$ cat config.mk
export PLATFORM = sky130hd
export DESIGN_NAME = game_tick_ctrl
export DESIGN_NICKNAME = d
export VERILOG_FILES = /design/src/rtl/snake_pkg.sv /design/src/rtl/edge_pulse.sv /design/src/rtl/game_tick_ctrl.sv
export SDC_FILE = /design/constraint.sdc
export NUM_CORES = 1
export LEC_CHECK = 0
export BUFFER_PORTS_ARGS = -buffer_cell sky130_fd_sc_hd__buf_2
export CAP_MARGIN = 20
export CORE_MARGIN = 10
export CORE_UTILIZATION = 52
export CTS_BUF_LIST = sky130_fd_sc_hd__clkbuf_4
export CTS_CLUSTER_SIZE = 8
export DETAILED_ROUTE_END_ITERATION = 10
export PLACE_DENSITY_LB_ADDON = 0.05
export SKIP_LAST_GASP = 1
export SLEW_MARGIN = 20
export SYNTH_ARGS = -nofsm -noshare
export SYNTH_HDL_FRONTEND = slang
export SYNTH_SLANG_ARGS = --single-unit
$ cat constraint.sdc
create_clock -name clk -period 3.4 [get_ports clk]
set_clock_uncertainty 0.05 [all_clocks]
set_input_delay 0.68 -clock clk [delete_from_list [all_inputs] [get_ports clk]]
set_output_delay 0.68 -clock clk [all_outputs]
set_load 0.02 [all_outputs]
$ cat src/rtl/snake_pkg.sv
// Shared definitions for the snake game datapath.
// Holds the game state encoding, default divider taps and level widths
// that the tick scheduler, display and score blocks all agree on.
// No ports: package only.
package snake_pkg;

  // Game run state; the numeric values are visible on the state output.
  typedef enum logic [1:0] {
    ST_IDLE  = 2'd0,
    ST_RUN   = 2'd1,
    ST_PAUSE = 2'd2,
    ST_OVER  = 2'd3
  } game_state_t;

  // Default clkdiv tap for the slowest speed level.
  localparam int TAP_BASE_DEF       = 24;
  // Default clkdiv tap driving the display scan.
  localparam int SCAN_TAP_DEF       = 17;
  localparam int NUM_LEVELS_DEF     = 8;
  localparam int FOOD_PER_LEVEL_DEF = 4;

  // Width of a counter holding 0..n-1; never narrower than one bit.
  function automatic int level_width(input int n);
    return (n > 1) ? $clog2(n) : 1;
  endfunction

  localparam int LEVEL_W = level_width(NUM_LEVELS_DEF);

endpackage

$ cat src/rtl/edge_pulse.sv
// Registered rising-edge detector.
// Ports:
//   clk, rst     : clock and synchronous active-high reset
//   din          : level signal to watch
//   en           : qualifies the output pulse
//   preload      : load history with preload_din instead of din this cycle
//   preload_din  : history value used when preload is high
//   pulse        : one-cycle pulse, one clock after din is first seen high
module edge_pulse (
  input  logic clk,
  input  logic rst,
  input  logic din,
  input  logic en,
  input  logic preload,
  input  logic preload_din,
  output logic pulse
);

  logic din_q;

  // The history register normally tracks din. When the watched signal is
  // about to be swapped for a different source, preload lets the caller
  // seed the history with the new source so the swap itself never looks
  // like a rising edge.
  always_ff @(posedge clk) begin
    if (rst) begin
      din_q <= 1'b0;
      pulse <= 1'b0;
    end else begin
      pulse <= din & ~din_q & en;
      din_q <= preload ? preload_din : din;
    end
  end

endmodule

$ cat src/rtl/game_tick_ctrl.sv
// Game tick scheduler: owns the run state and the speed level, and turns
// the free-running clkdiv bus into single-cycle move and scan enables.
// Ports:
//   clk, rst    : clock and synchronous active-high reset
//   clkdiv      : free-running counter from clk_div
//   start       : pulse, leaves IDLE/OVER and starts a fresh game
//   pause       : pulse, toggles RUN <-> PAUSE
//   food_eaten  : pulse, counts toward the next speed level while running
//   game_over   : pulse, ends the game while running
//   step_en     : one-cycle snake move enable
//   scan_en     : one-cycle display scan enable (runs in every state)
//   level       : current speed level
//   state       : IDLE=0, RUN=1, PAUSE=2, OVER=3
//   running     : high while in RUN
module game_tick_ctrl
  import snake_pkg::*;
#(
  parameter  int TAP_BASE       = TAP_BASE_DEF,
  parameter  int NUM_LEVELS     = NUM_LEVELS_DEF,
  parameter  int FOOD_PER_LEVEL = FOOD_PER_LEVEL_DEF,
  parameter  int SCAN_TAP       = SCAN_TAP_DEF,
  localparam int LW             = level_width(NUM_LEVELS),
  localparam int FW             = level_width(FOOD_PER_LEVEL)
) (
  input  logic          clk,
  input  logic          rst,
  input  logic [31:0]   clkdiv,
  input  logic          start,
  input  logic          pause,
  input  logic          food_eaten,
  input  logic          game_over,
  output logic          step_en,
  output logic          scan_en,
  output logic [LW-1:0] level,
  output logic [1:0]    state,
  output logic          running
);

  game_state_t   state_q, state_d;
  logic [LW-1:0] level_q, level_d;
  logic [FW-1:0] food_q, food_d;
  logic          food_hit;
  logic [4:0]    tap_idx, tap_idx_next;
  logic          tap, tap_next, step_ok;

  // Next-state logic for the game FSM and the level/food counters.
  // A game_over in the same cycle as food_eaten wins: the food is dropped.
  // The food counter keeps wrapping once the level has saturated.
  always_comb begin
    state_d  = state_q;
    level_d  = level_q;
    food_d   = food_q;
    food_hit = (state_q == ST_RUN) && !game_over && food_eaten;
    case (state_q)
      ST_IDLE, ST_OVER: begin
        if (start) begin
          state_d = ST_RUN;
          level_d = '0;
          food_d  = '0;
        end
      end
      ST_RUN: begin
        if (game_over)  state_d = ST_OVER;
        else if (pause) state_d = ST_PAUSE;
      end
      ST_PAUSE: begin
        if (pause) state_d = ST_RUN;
      end
      default: state_d = ST_IDLE;
    endcase
    if (food_hit) begin
      if (food_q == FW'(FOOD_PER_LEVEL - 1)) begin
        food_d = '0;
        if (level_q != LW'(NUM_LEVELS - 1)) level_d = level_q + 1'b1;
      end else begin
        food_d = food_q + 1'b1;
      end
    end
  end

  // Registered FSM state, counters and the running flag.
  always_ff @(posedge clk) begin
    if (rst) begin
      state_q <= ST_IDLE;
      level_q <= '0;
      food_q  <= '0;
      running <= 1'b0;
    end else begin
      state_q <= state_d;
      level_q <= level_d;
      food_q  <= food_d;
      running <= (state_d == ST_RUN);
    end
  end

  // Faster levels pick lower clkdiv bits. tap_next is the bit that will be
  // selected once a level change lands; it seeds the step history so that
  // switching taps cannot fake a rising edge.
  always_comb begin
    tap_idx      = 5'(TAP_BASE) - 5'(level_q);
    tap_idx_next = 5'(TAP_BASE) - 5'(level_d);
    tap          = clkdiv[tap_idx];
    tap_next     = clkdiv[tap_idx_next];
    step_ok      = (state_q == ST_RUN) && !game_over;
  end

  edge_pulse u_step (
    .clk         (clk),
    .rst         (rst),
    .din         (tap),
    .en          (step_ok),
    .preload     (level_d != level_q),
    .preload_din (tap_next),
    .pulse       (step_en)
  );

  edge_pulse u_scan (
    .clk         (clk),
    .rst         (rst),
    .din         (clkdiv[SCAN_TAP]),
    .en          (1'b1),
    .preload     (1'b0),
    .preload_din (1'b0),
    .pulse       (scan_en)
  );

  assign level = level_q;
  assign state = state_q;

endmodule
==> flow_summary.yaml, run 1 <==
yosys:
  syn-instance-count: 113
  syn-mean-instance-area_sq_um: 8.92
  ys_async_sr_fraction_pct: 0
  synthDistinctLibCells: 39
  yosysWarnings: 0
  yosysSeqAreaShare_pct: 23.8
  ys_ff_latch: 12
  synth.area.top_cells: "dfxtp_1 (24%), mux4_2 (11%), ha_1 (8.7%)"
  synthesis.nets: 158
  synth_edf_count: 0
  synthesis.area_sq_um: 1010
  synth_flop_cell: "dfxtp_1"
  ys_top_cells_by_count: "dfxtp_1 (12), nor2_1 (12), a21oi_1 (8), inv_1 (8), ha_1 (7)"
  synth_top_cell_by_area: "dfxtp_1"
  synth_top_area_share_pct: 23.8
placement:
  gp_congestion: 0.897
  portBuffers: 29
  dp_hpwl_microns: 1980
power:
  powerDensity_nw_per_um2: 286
  power_w: 0.000333
  peakVddDrop_v: 0.000215
  p_leak_nw: 0.555
route:
  firstDrtPassIters: 4
  drc_errors: 0
  wirelength_microns: 2420
  wl_per_cell_microns: 14.7
  antenna_left: 0
  vias: 929
  drtIter0Drc: 20
  via_per_inst: 5.66
min_path:
  min_path_type: "reg2reg"
sta:
  worst_slew_pin_slew_ns: 0.462
  timing.fmax_mhz: 398
  period_share_pct: 73.9
  finalHoldViolCount: 0
  rsz0062_at_grt: "no"
  drv_slew: 0
  setup_violations: 0
  setup_tns_ns: 0
  max-slew-margin-rel_pct: 69.2
  final.min_clock_period_ns: 2.51
clock_network:
  cts_buffer_depth: 2
  cts_resized: 0
  cts_setup_buffers: 0
  h-tree-depth: 1
  clk_latency_ns: 0.27
  cts_root_buf: "clkbuf_4"
  cts_tree: "done"
  cts_hold_buf: 0
  clkTransAtPathRegs_ns: 0.08
  cts_buffers: 3
  cts.sinks: 12
flow_run:
  cap_violations: 0
floorplanning:
  ioPinCount: 46
  core_area_sq_um: 1780
  start_util_pct: 56.6
  die_h_microns: 64.0
  die_area_sq_um: 4100
  num_rows: 15
  die_w_microns: 64.0
grt:
  antenna_found_initial: 0
  track_usage_pct: 11.9
  grt_max_degree: 13
  grt_overflow: 0
  grt_pass1_vias: 898
  grt_pass1_wl_microns: 4030
layout:
  num_antenna_cells: 0
  drive_gt1_share_pct: 32.4
  utilization_pct: 65.2
  nets: 185
  area_growth_pct: 15.3
  nFillCells: 164
critical_path:
  start_kind: "register"
  critPathMaxFanout: 10
  crit_path_end_kind: "register"
  critPathKind: "reg2reg"
  crit_arrival_ns: 2.62
  cp_data_required_time_ns: 3.51
run_status:
  status: "finished clean"
## worst max-delay path, cell delays in order, from the launching register on
cell and delay [ns]:
dfxtp_1 0.61, inv_1 0.12, ha_1 0.50, mux4_2 0.54, mux2_1 0.29, mux2i_1 0.19, o41ai_2 0.10
## layout make-up
class / count / area (sq um) / area share (%)
clock inverter: 1 / 3.75 / 0.323
sequential: 12 / 240 / 20.7
inverter: 8 / 30.0 / 2.58
tap: 25 / 31.3 / 2.69
clock buffer: 3 / 22.5 / 1.94
multi-input combinational: 86 / 689 / 59.3
timing repair buffer: 29 / 145 / 12.5
## cell families (layout without fill, tap and decap cells)
kind of cell / count (synthesis) / in the layout / share of synthesized area, %
xor+xnor: 2 / 2 / 1.74
fa+ha+maj: 7 / 7 / 8.68
mux: 11 / 11 / 17.6
simple gates: 37 / 37 / 20.8
flops: 12 / 12 / 23.8
compound gates: 29 / 29 / 19.5
buf+inv: 15 / 41 / 7.82
## layer usage
metal	track usage [%]	share of wire, %	vias to the layer above
met1	14.2	45	439
li1	-	-	462
met3	3.14	5.4	2
met2	19.4	48	26
met4	5.74	1.2	0
met5	0	0	-
## cell usage in the layout (no fill, tap or decap), drive strengths merged, types with 2 or more instances in the layout
master  synthesis  routed
mux4            5       5
a211oi          4       4
nand2           6       6
ha              7       7
o21ai           5       5
a31oi           3       3
mux2i           5       5
nor3            4       4
nand3           5       5
inv             8       8
nor2           13      13
a21o            2       2
buf             6      29
nor2b           2       2
nor3b           2       2
a21oi           8       8
clkbuf          1       3
o221ai          2       2
dfxtp          12      12
## state kept, by name (all words and copies together) (netlist names)
name / flops
level: 3
u_step.pulse: 1
u_scan.din_q: 1
state: 2
running: 1
food_q: 2
u_step.din_q: 1
u_scan.pulse: 1
## path summary, 6_finish.rpt
path | cells after the start | from | slack (ns) | end
setup / recovery | 6 | level[0]$_SDFF_PP0_ | 0.89 | u_step.din_q$_SDFF_PP0_
hold / removal | 1 | u_scan.din_q$_SDFF_PP0_ | 0.36 | u_scan.pulse$_SDFF_PP0_
setup reg to reg | 6 | level[0]$_SDFF_PP0_ | 0.89 | u_step.din_q$_SDFF_PP0_
hold reg to reg | 1 | u_scan.din_q$_SDFF_PP0_ | 0.36 | u_scan.pulse$_SDFF_PP0_
## power by group
group	switching [W]	total, W	leakage [nW]	internal [W]
registers	0.00000511	0.000154	0.0982	0.000149
clock network	0.0000457	0.0000880	0.0154	0.0000424
logic	0.0000521	0.0000910	0.442	0.0000389
total	0.000103	0.000333	0.555	0.000230
## metrics by stage
stage               setup slack (ns)  area, sq um  hold WS (ns)  std cells
floorplan                       1.11         1010         0.323        113
global placement               0.925         1140         0.328        160
detailed placement             0.871         1140         0.340        160
CTS                            0.866         1160         0.358        164
global route                   0.679         1160         0.359        164
finish                         0.887         1160         0.359        164
Note: power is estimated with default switching activity, not from simulation.
==> run 2: changes to the inputs <==
--- a/config.mk
+++ b/config.mk
@@ -8,7 +8,7 @@
 export BUFFER_PORTS_ARGS = -buffer_cell sky130_fd_sc_hd__buf_2
 export CAP_MARGIN = 20
 export CORE_MARGIN = 10
-export CORE_UTILIZATION = 52
+export CORE_UTILIZATION = 43
 export CTS_BUF_LIST = sky130_fd_sc_hd__clkbuf_4
 export CTS_CLUSTER_SIZE = 8
 export DETAILED_ROUTE_END_ITERATION = 10
==> constraint.sdc (replaced) <==
create_clock -name clk -period 2.29 [get_ports clk]
set_clock_uncertainty 0.05 [all_clocks]
set_input_delay 0.458 -clock clk [delete_from_list [all_inputs] [get_ports clk]]
set_output_delay 0.458 -clock clk [all_outputs]
set_load 0.02 [all_outputs]
==> run 2 against run 1 <==
Critical path depth is the same. Cell count increased by 6.1%. Count of clock-buffer cells in the layout unchanged. Power is 54% higher. Critical path type unchanged. Largest cell class unchanged.
==> flow_summary.yaml, run 2 (synthesis results as in run 1) <==
run_status:
  status: "finished clean"
critical_path:
  cp.buffers_inverters: 1
  r2r_end: "u_step.din_q$_SDFF_PP0_"
  cp_data_required_time_ns: 2.41
  crit_path_end_kind: "register"
  rrSetupSlack_ns: 0.14
  critPathKind: "reg2reg"
  start_kind: "register"
  reg2reg_from: "level[0]$_SDFF_PP0_"
  rr_worst_depth: 6
  crit_chain: "inv_1 > ha_2 > mux4_2 > mux2_1 > mux2i_1 > o41ai_2"
  critPathSlowestCell: "mux4_2"
  path_delay_family: "multiplexers"
  critPathLaunch: "level[0]$_SDFF_PP0_"
  slowest_delay_ns: 0.51
  crit_arrival_ns: 2.27
  critPathMaxFanout: 8
clock_network:
  h-tree-depth: 1
  cts_buffers: 3
  cts_tree: "done"
  cts_buffer_depth: 2
  cts.sinks: 12
  cts_root_buf: "clkbuf_4"
  cts_setup_buffers: 0
  clkTransAtPathRegs_ns: 0.08
  clk_latency_ns: 0.28
min_path:
  hold_end: "u_scan.pulse$_SDFF_PP0_"
  hold_start: "u_scan.din_q$_SDFF_PP0_"
  min_path_type: "reg2reg"
  holdPathStages: 1
route:
  wl_per_cell_microns: 14.6
  drtIter0Drc: 32
  antenna_left: 0
  firstDrtPassIters: 6
  drc_errors: 0
  via_per_inst: 5.48
  wirelength_microns: 2550
  vias: 954
sta:
  fin_ws_ns: 0.137
  rsz0062_at_grt: "no"
  final.min_clock_period_ns: 2.15
  timing.fmax_mhz: 465
  period_share_pct: 94.0
  max-slew-margin-rel_pct: 78.1
  whs_ns: 0.354
  setup_tns_ns: 0
  worst_slew_pin_slew_ns: 0.327
  finalHoldViolCount: 0
  drv_slew: 0
  setup_violations: 0
grt:
  track_usage_pct: 12.1
  grt_overflow: 0
  grt_max_degree: 12
  grt_pass1_wl_microns: 4370
  antenna_found_initial: 0
  grt_pass1_vias: 1004
layout:
  area_growth_pct: 21.1
  nets: 192
  drive_gt1_share_pct: 36.3
  final_cell_area_sq_um: 1220
  fin_cells: 174
  final_cell_mix: "buf_2 (29), nor2_1 (12), dfxtp_1 (12), inv_1 (8), a21oi_1 (8)"
  final_common_cell: "buf_2"
  largest_reg_flops: 3
  num_antenna_cells: 0
floorplanning:
  ioPinCount: 46
  die_area_sq_um: 4680
  num_rows: 17
  start_util_pct: 45.2
  core_area_sq_um: 2230
  die_h_microns: 68.4
  die_w_microns: 68.4
placement:
  portBuffers: 29
  place_area_sq_um: 1190
  dp_slack_ns: 0.0630
  dp_hpwl_microns: 2120
  gp_congestion: 0.816
  dpl.cell_count: 170
power:
  powerDensity_nw_per_um2: 420
  peakVddDrop_v: 0.000363
  p_leak_nw: 0.591
flow_run:
  cap_violations: 0
run 2: cell types whose count changed in the layout (fill, tap and decap cells not counted), sizes merged:
cell | previous run | this run
buf | 29 | 36
run 2: layer usage:
layer  track usage (%)  wire length, microns  up-vias
met5                 0                     0        -
met4              7.04                    51        0
met3              2.77                   103        5
met2              18.7                  1180       27
met1              15.0                  1220      442
li1                  -                     -      480
run 2: layout make-up:
type / count / area (sq um)
repair buffers: 36 / 198
inverters: 8 / 30.0
clock inverters: 1 / 3.75
fillers: 232 / 1010
flip-flops and latches: 12 / 240
well taps: 28 / 35.0
clock buffers: 3 / 22.5
multi-input cells: 86 / 692
run 2: worst max path at each step:
stage | endpoint | slack [ns] | cells after the start
finish | u_step.din_q$_SDFF_PP0_ | 0.14 | 6
global route | u_step.din_q$_SDFF_PP0_ | 0.03 | 7
CTS | u_step.din_q$_SDFF_PP0_ | 0.05 | 6
detailed placement | u_step.din_q$_SDFF_PP0_ | 0.06 | 6
global placement | u_step.din_q$_SDFF_PP0_ | 0.06 | 6
floorplan | u_step.din_q$_SDFF_PP0_ | 0.04 | 8
run 2: timing repair:
item	4_1_cts	5_1_grt
gates resized for setup	0	1
hold buffers	0	0
setup endpoints to repair	0	2
run 2: power breakdown:
part	switching [W]	internal (W)	total [W]	leakage (nW)
clock network	0.0000778	0.0000633	0.000141	0.0154
logic	0.0000797	0.0000644	0.000144	0.478
registers	0.00000772	0.000220	0.000228	0.0982
total	0.000165	0.000348	0.000513	0.591
run 2: metrics by stage:
step / power [W] / util, %
6_report: 0.000513 / 54.7
2_1_floorplan: 0.000321 / -
5_1_grt: 0.000547 / 54.7
4_1_cts: 0.000515 / 54.6
3_3_place_gp: 0.000374 / 53.4
3_5_place_dp: 0.000378 / 53.4
==> run 3: changes to the inputs <==
--- a/config.mk
+++ b/config.mk
@@ -13,6 +13,7 @@
 export CTS_CLUSTER_SIZE = 8
 export DETAILED_ROUTE_END_ITERATION = 10
 export PLACE_DENSITY_LB_ADDON = 0.05
+export RECOVER_POWER = 25
 export SKIP_LAST_GASP = 1
 export SLEW_MARGIN = 20
 export SYNTH_ARGS = -nofsm -noshare
==> run 3 against run 2 <==
Power fell by 0.26%. Flip-flop and latch count did not move. Worst hold slack barely moved. Largest power group unchanged. First-iteration DRC count did not move. Highest routed layer unchanged. Via count did not move. Clock power barely moved. Critical path depth did not move. Count of clock-buffer cells in the layout did not move.
==> flow_summary.yaml, run 3 (synthesis results as in run 1) <==
sta:
  drv_slew: 0
  setup_tns_ns: 0
  worst_slew_pin_slew_ns: 0.327
  finalHoldViolCount: 0
  rsz0062_at_grt: "no"
  max-slew-margin-rel_pct: 78.1
  whs_ns: 0.354
  final.min_clock_period_ns: 2.15
  period_share_pct: 94.0
  timing.fmax_mhz: 465
  setup_violations: 0
clock_network:
  cts_hold_buf: 0
  cts_buffers: 3
  clk_latency_ns: 0.28
  h-tree-depth: 1
  cts_root_buf: "clkbuf_4"
  cts_resized: 0
  cts.sinks: 12
  clkTransAtPathRegs_ns: 0.08
  cts_setup_buffers: 0
  cts_tree: "done"
  cts_buffer_depth: 2
layout:
  utilization_pct: 54.5
  area_growth_pct: 20.6
  num_antenna_cells: 0
  largest_reg_flops: 3
  final_cell_mix: "buf_2 (25), nor2_1 (12), dfxtp_1 (12), inv_1 (8), a21oi_1 (8)"
  fin_cells: 174
  drive_gt1_share_pct: 33.6
  final_common_cell: "buf_2"
  nets: 192
critical_path:
  critPathSlowestCell: "mux4_2"
  path_delay_family: "multiplexers"
  r2r_end: "u_step.din_q$_SDFF_PP0_"
  crit_path_end: "u_step.din_q$_SDFF_PP0_"
  critPathMaxFanout: 8
  rrSetupSlack_ns: 0.14
  reg2reg_from: "level[0]$_SDFF_PP0_"
  critPathLaunch: "level[0]$_SDFF_PP0_"
  crit_arrival_ns: 2.27
  cp_data_required_time_ns: 2.41
  start_kind: "register"
  cp.buffers_inverters: 1
  crit_chain: "inv_1 > ha_2 > mux4_2 > mux2_1 > mux2i_1 > o41ai_2"
  cp.depth: 6
  rr_worst_depth: 6
  crit_path_end_kind: "register"
  critPathKind: "reg2reg"
  slowest_delay_ns: 0.51
grt:
  track_usage_pct: 12.1
  antenna_found_initial: 0
  grt_pass1_wl_microns: 4370
  grt_max_degree: 12
  grt_pass1_vias: 1004
  grt_overflow: 0
flow_run:
  cap_violations: 0
route:
  antenna_left: 0
  wl_per_cell_microns: 14.7
  via_per_inst: 5.48
  vias: 954
  drtIter0Drc: 32
  wirelength_microns: 2550
  drc_errors: 0
  firstDrtPassIters: 6
placement:
  dp_hpwl_microns: 2120
  portBuffers: 29
  gp_congestion: 0.816
  dpl.cell_count: 170
floorplanning:
  die_area_sq_um: 4680
  core_area_sq_um: 2230
  die_h_microns: 68.4
  start_util_pct: 45.2
  num_rows: 17
  die_w_microns: 68.4
  ioPinCount: 46
power:
  powerDensity_nw_per_um2: 421
  peakVddDrop_v: 0.000361
  p_leak_nw: 0.577
  power_w: 0.000512
min_path:
  min_path_type: "reg2reg"
run_status:
  status: "finished clean"
## run 3: worst min-delay path by stage
stage | from | to | depth (start not counted)
floorplan | u_scan.din_q$_SDFF_PP0_ | u_scan.pulse$_SDFF_PP0_ | 1
global placement | u_scan.din_q$_SDFF_PP0_ | u_scan.pulse$_SDFF_PP0_ | 1
detailed placement | u_scan.din_q$_SDFF_PP0_ | u_scan.pulse$_SDFF_PP0_ | 1
CTS | u_scan.din_q$_SDFF_PP0_ | u_scan.pulse$_SDFF_PP0_ | 1
global route | u_scan.din_q$_SDFF_PP0_ | u_scan.pulse$_SDFF_PP0_ | 1
finish | u_scan.din_q$_SDFF_PP0_ | u_scan.pulse$_SDFF_PP0_ | 1
## run 3: layout make-up
cell class | instances | area, sq um
timing repair buffer | 36 | 193
multi-input combinational | 86 | 692
sequential | 12 | 240
tap | 28 | 35.0
fill | 236 | 1020
clock inverter | 1 | 3.75
clock buffer | 3 | 22.5
inverter | 8 | 30.0
## run 3: through the flow
step	cell area [sq um]	setup WS, ns
2_1_floorplan	1010	0.0397
3_3_place_gp	1190	0.0574
3_5_place_dp	1190	0.0630
4_1_cts	1220	0.0455
5_1_grt	1220	0.0336
6_report	1220	0.137
## run 3: metal layers
metal / vias up / GRT usage [%] / share of wire [%] / wire, microns
li1: 480 / - / - / -
met5: - / 0 / 0 / 0
met3: 5 / 2.77 / 4.1 / 104
met1: 442 / 15.0 / 48 / 1220
met4: 0 / 7.04 / 2.0 / 51
met2: 27 / 18.7 / 46 / 1180
## run 3: where the power goes
part	internal, W	total (W)	leakage [nW]	switching (W)
Clock	0.0000633	0.000141	0.0154	0.0000779
Sequential	0.000221	0.000228	0.0982	0.00000790
Combinational	0.0000628	0.000143	0.464	0.0000798
